===== config.mk =====
export PLATFORM = sky130hd
export DESIGN_NAME = csr_file_flat
export DESIGN_NICKNAME = d
export VERILOG_FILES = /design/src/rtl/csr_if.sv /design/src/rtl/csr_file.sv /design/src/flat_wrapper.sv
export SDC_FILE = /design/constraint.sdc
export NUM_CORES = 1
export LEC_CHECK = 0
export BUFFER_PORTS_ARGS = -buffer_cell sky130_fd_sc_hd__buf_2
export CORE_MARGIN = 5
export CORE_UTILIZATION = 35
export DETAILED_ROUTE_END_ITERATION = 10
export SYNTH_ARGS = -nofsm -noshare
export SYNTH_HDL_FRONTEND = slang
export SYNTH_SLANG_ARGS = --single-unit

===== constraint.sdc =====
create_clock -name clk -period 4.64 [get_ports clk]
set_clock_uncertainty 0.05 [all_clocks]
set_input_delay 1.16 -clock clk [delete_from_list [all_inputs] [get_ports clk]]
set_output_delay 1.16 -clock clk [all_outputs]
set_load 0.02 [all_outputs]

===== src/rtl/csr_if.sv =====
// Execute-stage <-> machine-mode CSR file bus: CSR access, trap/mret events,
// interrupt sources and the redirect/pending results.
interface csr_if;
  logic [11:0] csr_addr;
  logic [1:0]  csr_op;
  logic        csr_we;
  logic [31:0] csr_wdata;
  logic [31:0] csr_rdata;
  logic        csr_illegal;
  logic        trap_valid;
  logic [31:0] trap_cause;
  logic [31:0] trap_pc;
  logic [31:0] trap_val;
  logic [31:0] trap_target;
  logic        mret;
  logic [31:0] mret_target;
  logic        retire;
  logic        irq_ext;
  logic        irq_timer;
  logic        irq_sw;
  logic        irq_pending;

  modport master (
    output csr_addr, csr_op, csr_we, csr_wdata,
    output trap_valid, trap_cause, trap_pc, trap_val, mret, retire,
    output irq_ext, irq_timer, irq_sw,
    input  csr_rdata, csr_illegal, trap_target, mret_target, irq_pending
  );

  modport slave (
    input  csr_addr, csr_op, csr_we, csr_wdata,
    input  trap_valid, trap_cause, trap_pc, trap_val, mret, retire,
    input  irq_ext, irq_timer, irq_sw,
    output csr_rdata, csr_illegal, trap_target, mret_target, irq_pending
  );
endinterface


===== src/rtl/csr_file.sv =====
// Machine-mode CSR file (rv32i): CSRRW/RS/RC, trap entry, mret, irq pending.
// Define CSR_COUNTERS_EN to add 64-bit mcycle/minstret and their shadows.
module csr_file #(
  parameter logic [31:0] HART_ID     = 32'h0,
  parameter logic [31:0] VENDOR_ID   = 32'h0,
  parameter logic [31:0] MISA_VALUE  = 32'h4000_0100,
  parameter logic [31:0] MTVEC_RESET = 32'h0
) (
  input  logic clk,
  input  logic rst_n,
  csr_if.slave bus
);
  localparam logic [1:0] OP_RW = 2'b01, OP_RS = 2'b10, OP_RC = 2'b11;

  // mstatus holds only MIE/MPIE; interrupt bits are kept as {ext,timer,sw}
  logic        mst_mie_q, mst_mie_d, mst_mpie_q, mst_mpie_d;
  logic [2:0]  mie_q, mie_d, mip_q;
  logic [31:0] mtvec_q, mtvec_d, mscratch_q, mscratch_d;
  logic [31:0] mepc_q, mepc_d, mcause_q, mcause_d, mtval_q, mtval_d;

  logic [31:0] rdata, wval;
  logic        known, illegal, wr_en;

`ifdef CSR_COUNTERS_EN
  logic [63:0] mcycle_q, mcycle_d, minstret_q, minstret_d;
`else
  logic        unused_retire;
  assign unused_retire = bus.retire;
`endif

  // Read mux: pre-write value, zero for unknown addresses
  always_comb begin
    rdata = 32'h0;
    known = 1'b1;
    case (bus.csr_addr)
      12'h300: rdata = {19'h0, 2'b11, 3'h0, mst_mpie_q, 3'h0, mst_mie_q, 3'h0};
      12'h301: rdata = MISA_VALUE;
      12'h304: rdata = {20'h0, mie_q[2], 3'h0, mie_q[1], 3'h0, mie_q[0], 3'h0};
      12'h305: rdata = mtvec_q;
      12'h340: rdata = mscratch_q;
      12'h341: rdata = mepc_q;
      12'h342: rdata = mcause_q;
      12'h343: rdata = mtval_q;
      12'h344: rdata = {20'h0, mip_q[2], 3'h0, mip_q[1], 3'h0, mip_q[0], 3'h0};
      12'hF11: rdata = VENDOR_ID;
      12'hF12: rdata = 32'h0;
      12'hF13: rdata = 32'h0;
      12'hF14: rdata = HART_ID;
`ifdef CSR_COUNTERS_EN
      12'hB00, 12'hC00: rdata = mcycle_q[31:0];
      12'hB80, 12'hC80: rdata = mcycle_q[63:32];
      12'hB02, 12'hC02: rdata = minstret_q[31:0];
      12'hB82, 12'hC82: rdata = minstret_q[63:32];
`endif
      default: known = 1'b0;
    endcase
  end

  assign illegal = !known || (bus.csr_we && bus.csr_addr[11:10] == 2'b11);
  assign wr_en   = bus.csr_we && (bus.csr_op != 2'b00) && !illegal;

  always_comb begin
    case (bus.csr_op)
      OP_RW:   wval = bus.csr_wdata;
      OP_RS:   wval = rdata | bus.csr_wdata;
      OP_RC:   wval = rdata & ~bus.csr_wdata;
      default: wval = rdata;
    endcase
  end

  // Later assignments win: CSR write < mret < trap
  always_comb begin
    mst_mie_d  = mst_mie_q;
    mst_mpie_d = mst_mpie_q;
    mie_d      = mie_q;
    mtvec_d    = mtvec_q;
    mscratch_d = mscratch_q;
    mepc_d     = mepc_q;
    mcause_d   = mcause_q;
    mtval_d    = mtval_q;
    if (wr_en) begin
      case (bus.csr_addr)
        12'h300: begin mst_mie_d = wval[3]; mst_mpie_d = wval[7]; end
        12'h304: mie_d = {wval[11], wval[7], wval[3]};
        12'h305: mtvec_d = wval[1] ? {wval[31:2], mtvec_q[1:0]} : wval;
        12'h340: mscratch_d = wval;
        12'h341: mepc_d = {wval[31:2], 2'b00};
        12'h342: mcause_d = wval;
        12'h343: mtval_d = wval;
        default: ;
      endcase
    end
    if (bus.mret) begin
      mst_mie_d  = mst_mpie_q;
      mst_mpie_d = 1'b1;
    end
    if (bus.trap_valid) begin
      mst_mpie_d = mst_mie_q;
      mst_mie_d  = 1'b0;
      mepc_d     = {bus.trap_pc[31:2], 2'b00};
      mcause_d   = bus.trap_cause;
      mtval_d    = bus.trap_val;
    end
  end

`ifdef CSR_COUNTERS_EN
  // A written half takes the write value and skips its increment this cycle
  always_comb begin
    mcycle_d   = mcycle_q + 64'd1;
    minstret_d = minstret_q + {63'h0, bus.retire};
    if (wr_en) begin
      case (bus.csr_addr)
        12'hB00: mcycle_d   = {mcycle_q[63:32], wval};
        12'hB80: mcycle_d   = {wval, mcycle_q[31:0] + 32'd1};
        12'hB02: minstret_d = {minstret_q[63:32], wval};
        12'hB82: minstret_d = {wval, minstret_q[31:0] + {31'h0, bus.retire}};
        default: ;
      endcase
    end
  end

  always_ff @(posedge clk or negedge rst_n) begin
    if (!rst_n) begin
      mcycle_q   <= 64'h0;
      minstret_q <= 64'h0;
    end else begin
      mcycle_q   <= mcycle_d;
      minstret_q <= minstret_d;
    end
  end
`endif

  always_ff @(posedge clk or negedge rst_n) begin
    if (!rst_n) begin
      mst_mie_q  <= 1'b0;
      mst_mpie_q <= 1'b0;
      mie_q      <= 3'h0;
      mip_q      <= 3'h0;
      mtvec_q    <= MTVEC_RESET;
      mscratch_q <= 32'h0;
      mepc_q     <= 32'h0;
      mcause_q   <= 32'h0;
      mtval_q    <= 32'h0;
    end else begin
      mst_mie_q  <= mst_mie_d;
      mst_mpie_q <= mst_mpie_d;
      mie_q      <= mie_d;
      mip_q      <= {bus.irq_ext, bus.irq_timer, bus.irq_sw};
      mtvec_q    <= mtvec_d;
      mscratch_q <= mscratch_d;
      mepc_q     <= mepc_d;
      mcause_q   <= mcause_d;
      mtval_q    <= mtval_d;
    end
  end

  // Vectored mode only for interrupts; mode values 2/3 never get stored by writes
  always_comb begin
    if (mtvec_q[1:0] == 2'b01 && bus.trap_cause[31])
      bus.trap_target = {mtvec_q[31:2], 2'b00} + {25'h0, bus.trap_cause[4:0], 2'b00};
    else
      bus.trap_target = {mtvec_q[31:2], 2'b00};
  end

  assign bus.csr_rdata   = rdata;
  assign bus.csr_illegal = illegal;
  assign bus.mret_target = mepc_q;
  assign bus.irq_pending = mst_mie_q && |(mip_q & mie_q);
endmodule


===== src/flat_wrapper.sv =====
// flat-port wrapper written by rule: the top's interface ports become plain ports
module csr_file_flat 
#(
  parameter logic [31:0] HART_ID     = 32'h0,
  parameter logic [31:0] VENDOR_ID   = 32'h0,
  parameter logic [31:0] MISA_VALUE  = 32'h4000_0100,
  parameter logic [31:0] MTVEC_RESET = 32'h0
)
  (clk, rst_n, bus_csr_addr, bus_csr_op, bus_csr_we, bus_csr_wdata, bus_trap_valid, bus_trap_cause, bus_trap_pc, bus_trap_val, bus_mret, bus_retire, bus_irq_ext, bus_irq_timer, bus_irq_sw, bus_csr_rdata, bus_csr_illegal, bus_trap_target, bus_mret_target, bus_irq_pending);
  csr_if bus_i ();
  input  logic clk;
  input  logic rst_n;
  input wire logic [$bits(bus_i.csr_addr)-1:0] bus_csr_addr;
  input wire logic [$bits(bus_i.csr_op)-1:0] bus_csr_op;
  input wire logic [$bits(bus_i.csr_we)-1:0] bus_csr_we;
  input wire logic [$bits(bus_i.csr_wdata)-1:0] bus_csr_wdata;
  input wire logic [$bits(bus_i.trap_valid)-1:0] bus_trap_valid;
  input wire logic [$bits(bus_i.trap_cause)-1:0] bus_trap_cause;
  input wire logic [$bits(bus_i.trap_pc)-1:0] bus_trap_pc;
  input wire logic [$bits(bus_i.trap_val)-1:0] bus_trap_val;
  input wire logic [$bits(bus_i.mret)-1:0] bus_mret;
  input wire logic [$bits(bus_i.retire)-1:0] bus_retire;
  input wire logic [$bits(bus_i.irq_ext)-1:0] bus_irq_ext;
  input wire logic [$bits(bus_i.irq_timer)-1:0] bus_irq_timer;
  input wire logic [$bits(bus_i.irq_sw)-1:0] bus_irq_sw;
  output wire logic [$bits(bus_i.csr_rdata)-1:0] bus_csr_rdata;
  output wire logic [$bits(bus_i.csr_illegal)-1:0] bus_csr_illegal;
  output wire logic [$bits(bus_i.trap_target)-1:0] bus_trap_target;
  output wire logic [$bits(bus_i.mret_target)-1:0] bus_mret_target;
  output wire logic [$bits(bus_i.irq_pending)-1:0] bus_irq_pending;
  assign bus_i.csr_addr = bus_csr_addr;
  assign bus_i.csr_op = bus_csr_op;
  assign bus_i.csr_we = bus_csr_we;
  assign bus_i.csr_wdata = bus_csr_wdata;
  assign bus_i.trap_valid = bus_trap_valid;
  assign bus_i.trap_cause = bus_trap_cause;
  assign bus_i.trap_pc = bus_trap_pc;
  assign bus_i.trap_val = bus_trap_val;
  assign bus_i.mret = bus_mret;
  assign bus_i.retire = bus_retire;
  assign bus_i.irq_ext = bus_irq_ext;
  assign bus_i.irq_timer = bus_irq_timer;
  assign bus_i.irq_sw = bus_irq_sw;
  assign bus_csr_rdata = bus_i.csr_rdata;
  assign bus_csr_illegal = bus_i.csr_illegal;
  assign bus_trap_target = bus_i.trap_target;
  assign bus_mret_target = bus_i.mret_target;
  assign bus_irq_pending = bus_i.irq_pending;
  csr_file #(.HART_ID(HART_ID), .VENDOR_ID(VENDOR_ID), .MISA_VALUE(MISA_VALUE), .MTVEC_RESET(MTVEC_RESET)) u_core (.clk(clk), .rst_n(rst_n), .bus(bus_i));
endmodule

======== Yosys cells after proc, flatten, opt, wreduce, memory -nomap -nowiden ========
Cells that the tools add are included.
storage, ports and cells
  bits of input ports ..................... 151
  register bits after elaboration ......... 167
  logic and storage cells ................. 79
  output and inout port bits .............. 98
cells by class
  muxes and demuxes ....................... 21
  $add $sub $neg .......................... 1
  reduce and logical (&&, ||, !) cells .... 25
  bitwise operators ....................... 5
  equality and inequality tests ........... 17
operators by type and width
  cell                                                    number
  2-to-1 mux 32 bit                                       10
  one-hot mux 32 bit (9 select lines)                     1
  equality test 12 x 10 -> 1 bit (second input constant)  9
  one-hot mux 32 bit (3 select lines)                     1
  equality test 12 bit (second input constant)            4
  adder 32 x 7 -> 32 bit                                  1
  AND 32 bit                                              1
  NOT 32 bit                                              1
  bitwise OR 32 bit                                       1
  AND reduction 2 bit                                     7
  OR reduction 13 bit                                     1
  nonzero test 2 bit                                      5
  2-to-1 mux 1 bit                                        9
  equality test 2 bit (second input constant)             3
  nonzero test 3 bit                                      2
  logical AND 1 bit                                       5
  AND 3 bit                                               1
  AND reduction 3 bit                                     1
  OR reduction 3 bit                                      1
  equality test 2 x 1 -> 1 bit (second input constant)    1
  logical NOT 1 bit                                       2
  logical OR 1 bit                                        1
  NOT 1 bit                                               1

======== Logic depth before layout (Yosys ltp) ========
  depth in word-level cells ............... 10
  depth in mapped cells ................... 10
  mapped depth without buffers ............ 9

======== Worst setup path after synthesis ========
Ideal clock, no wire load.
  path kind ............................... input to output
  from .................................... in bus_trap_cause[31]
  to ...................................... out bus_trap_target[28]
  path buffers ............................ 1
  stages .................................. 7
  path slack .............................. 0.388 ns
  data required time ...................... 3.430 ns
  arrival ................................. 3.042 ns
  cells stage by stage .................... nand2_2 or4_4 or2_2 buf_2 a211oi_2 nand3_1 xnor2_1
on the way
  longest elaborated chain between the ends .. 2
RTL lines
  element            RTL line            RTL
  start, declared    flat_wrapper.sv:18  input wire logic [$bits(bus_i.trap_cause)-1:0] bus_trap_cause;
  logical AND 1 bit  csr_file.sv:159     if (mtvec_q[1:0] == 2'b01 && bus.trap_cause[31])
  2-to-1 mux 32 bit  csr_file.sv:159
  end, declared      flat_wrapper.sv:28  output wire logic [$bits(bus_i.trap_target)-1:0] bus_trap_target;
Every way passes these cells.

======== Worst setup path in the final report ========
  from .................................... in bus_trap_cause[0]
  to ...................................... out bus_trap_target[24]
on the way
  longest elaborated chain between the ends .. 2
RTL lines
  element                 RTL line         RTL
  adder 32 x 7 -> 32 bit  csr_file.sv:160  bus.trap_target = {mtvec_q[31:2], 2'b00} + {25'h0, bus.trap_cause[4:0], 2'b00};
  2-to-1 mux 32 bit       csr_file.sv:159
Every way passes these cells.

==> reports/qor.csv <==
stage,metric,value,unit
status,status,completed,
logic_synthesis,synth_cells,1297,
pwr,p_leak,5.97,nW
logic_synthesis,synth_cell_types,79,
clocking,htree_num_levels,4,
grt,antenna_found_initial,2,
finish,num-nets-final,1656,
drt,vias,11100,
drt,drt_iter0_drc,1023,
drt,via_per_inst,5.84,
sta,tns,0,ns
clocking,clkLatencyLatePin,0.45,ns
hold_path,worstHoldPathCells,2,
pwr,power,0.00364,W
drt,wirelength,44.3,mm
logic_synthesis,synth.cell_area,10600,µm²
critical_path,crit_path_start_kind,input pin,
placement,io_buffers,241,
logic_synthesis,synth.avg_cell_area,8.20,µm²
die,fp.dieH,184,µm
clocking,clock-sinks,165,
sta,slew_headroom,0.271,
sta,post-route-period-util,0.951,
critical_path,r2r-end,u_core.bus.mret_target[11]$_DFFE_PN0P_,
logic_synthesis,synth_ff_type,dfrtp_1,
hold_path,hp-start,u_core.mscratch_q[3]$_DFFE_PN0P_,
critical_path,cp.arrival,3.20,ns
critical_path,critPathKind,input pin to output pin,
grt,first_global_vias,10600,
sta,worst_slew_pin_slew,1.09,ns
clocking,clkTransAtPathRegs,0.07,ns
clocking,cts_tree,built,
grt,overflow,0,
finish,final_common_cell,nand2_1,
critical_path,critPathMaxFanout,4,
die,die_area,34000,µm²
die,pin_count,249,
drt,firstDrtPassIters,5,
drt,wire_per_inst,23.3,µm
logic_synthesis,yosysSeqAreaShare,0.388,
finish,final_cell_mix,"nand2_1, buf_2, dfrtp_1",
sta,hold_violations,0,
clocking,cts_hold_buf,0,
die,die_x,184,µm
finish,drive_gt1_frac,0.239,
hold_path,hold_end,u_core.mscratch_q[3]$_DFFE_PN0P_,
grt,grt_start_max_net_pins,95,
sta,slew_violations,0,
critical_path,regToRegStartpoint,u_core.mie_q[2]$_DFFE_PN0P_,
critical_path,endpoint_kind,output pin,
critical_path,reg2regPathDepth,6,
pwr,power_density,281,nW/µm²
drt,ant_nets,0,
die,num_rows,63,
finish,post-route-util,0.435,
job,drv_cap,0,
drt,drc_errors,0,
die,start_util,0.357,
sta,whs,0.433,ns
placement,dp_hpwl,32.1,mm
clocking,cts_root_buf,clkbuf_16,
clocking,clockBufferDepth,2,
sta,fin_crit,4.41,ns
sta,fmax,0.227,GHz
grt,grt_pass1_wl,66.4,mm
grt,grt_use_total,0.256,
sta,setup_viol,0,
finish,area_growth,21.8,%
critical_path,required,3.43,ns
placement,gp_congestion,0.959,
logic_synthesis,ys.warnings.count,0,
hold_path,hp-class,register to register,
pwr,ir_worst_vdd,0.174,mV
logic_synthesis,ys_seq_elements,165,
clocking,cts_buffers,17,
logic_synthesis,synth_edf_count,0,
sta,rsz0062_at_grt,no,
die,core_area,29800,µm²
logic_synthesis,async_reset_ff_frac,1.00,
critical_path,rrSetupSlack,2.28,ns
-- worst max-delay path by stage --
stage	startpoint	end	slack, ns	depth (start not counted)
floorplan	bus_trap_cause[31]	bus_trap_target[28]	0.39	7
global placement	bus_trap_cause[0]	bus_trap_target[28]	0.11	11
detailed placement	bus_trap_cause[0]	bus_trap_target[30]	0.07	11
CTS	bus_trap_cause[0]	bus_trap_target[30]	0.06	11
global route	bus_trap_cause[0]	bus_trap_target[26]	0.02	11
finish	bus_trap_cause[0]	bus_trap_target[24]	0.23	11
-- metal layers --
layer | track usage | wire (µm)
met5 | 0 | 0
met4 | 0.0825 | 1310
met3 | 0.0330 | 3270
met2 | 0.403 | 20300
met1 | 0.364 | 19400
-- what timing repair did --
item	CTS	global route
hold endpoints to repair	0	0
setup endpoints to repair	0	4
buffers inserted	0	1
resized for setup	0	1
-- layout make-up --
| type | count | area (µm²) |
|---|---|---|
| Multi-Input combinational cell | 1008 | 6000 |
| Inverter | 14 | 52.6 |
| Clock buffer | 17 | 425 |
| Timing Repair Buffer | 293 | 1640 |
| Tap cell | 390 | 488 |
| Clock inverter | 15 | 211 |
| Fill cell | 3065 | 16800 |
| Antenna cell | 1 | 2.50 |
| Sequential cell | 165 | 4130 |
-- Yosys cell counts (all sizes together), types with 24 or more instances --
| master | number | area, µm² |
|---|---|---|
| clkbuf | 71 | 269 |
| buf | 42 | 228 |
| a22oi | 27 | 203 |
| nand2 | 273 | 1030 |
| a211oi | 25 | 193 |
| o21ai | 135 | 676 |
| o211ai | 53 | 398 |
| nor3b | 39 | 293 |
| a22o | 24 | 210 |
| and3 | 33 | 206 |
| dfrtp | 165 | 4130 |
| nand3 | 72 | 360 |
| a21oi | 68 | 352 |
| nand3b | 50 | 375 |
-- worst max-delay path, cell delays in order --
cell	delay (ns)
buf_2	0.14
ha_1	0.19
inv_1	0.06
fa_1	0.40
nor2b_1	0.13
o21a_1	0.13
o21ai_1	0.14
a211oi_2	0.35
buf_4	0.17
xor2_1	0.13
buf_2	0.18
-- flip-flops by register name, indices dropped and copies added (netlist names) --
name / flops
u_core.mtval_q: 32
u_core.mtvec_q: 31
u_core.mst_mie_q: 1
u_core.mscratch_q: 32
u_core.mie_q: 3
u_core.mst_mpie_q: 1
u_core.mip_q: 3
u_core.bus.mret_target: 30
u_core.mcause_q: 32
-- per-stage QoR --
step	setup slack (ns)	cell area [µm²]	cells
6_report	0.226	13000	1903
5_1_grt	0.0190	13000	1903
4_1_cts	0.0601	12900	1901
3_5_place_dp	0.0694	12300	1869
3_3_place_gp	0.107	12300	1869
2_1_floorplan	0.388	10700	1300
-- cell families after synthesis --
| logic type | share of synthesized area |
|---|---|
| fa+ha+maj | 0.00776 |
| simple gates | 0.266 |
| buf+inv | 0.0516 |
| other cells | 0.000352 |
| mux | 0.0228 |
| flops | 0.388 |
| compound gates | 0.238 |
| xor+xnor | 0.0255 |
-- where the power goes --
group	internal, W	total (W)	switching (W)
Clock	0.000784	0.00153	0.000743
Sequential	0.00151	0.00157	0.0000539
Combinational	0.000197	0.000547	0.000350
Total	0.00249	0.00364	0.00115
Note: power is estimated with default switching activity, not from simulation.
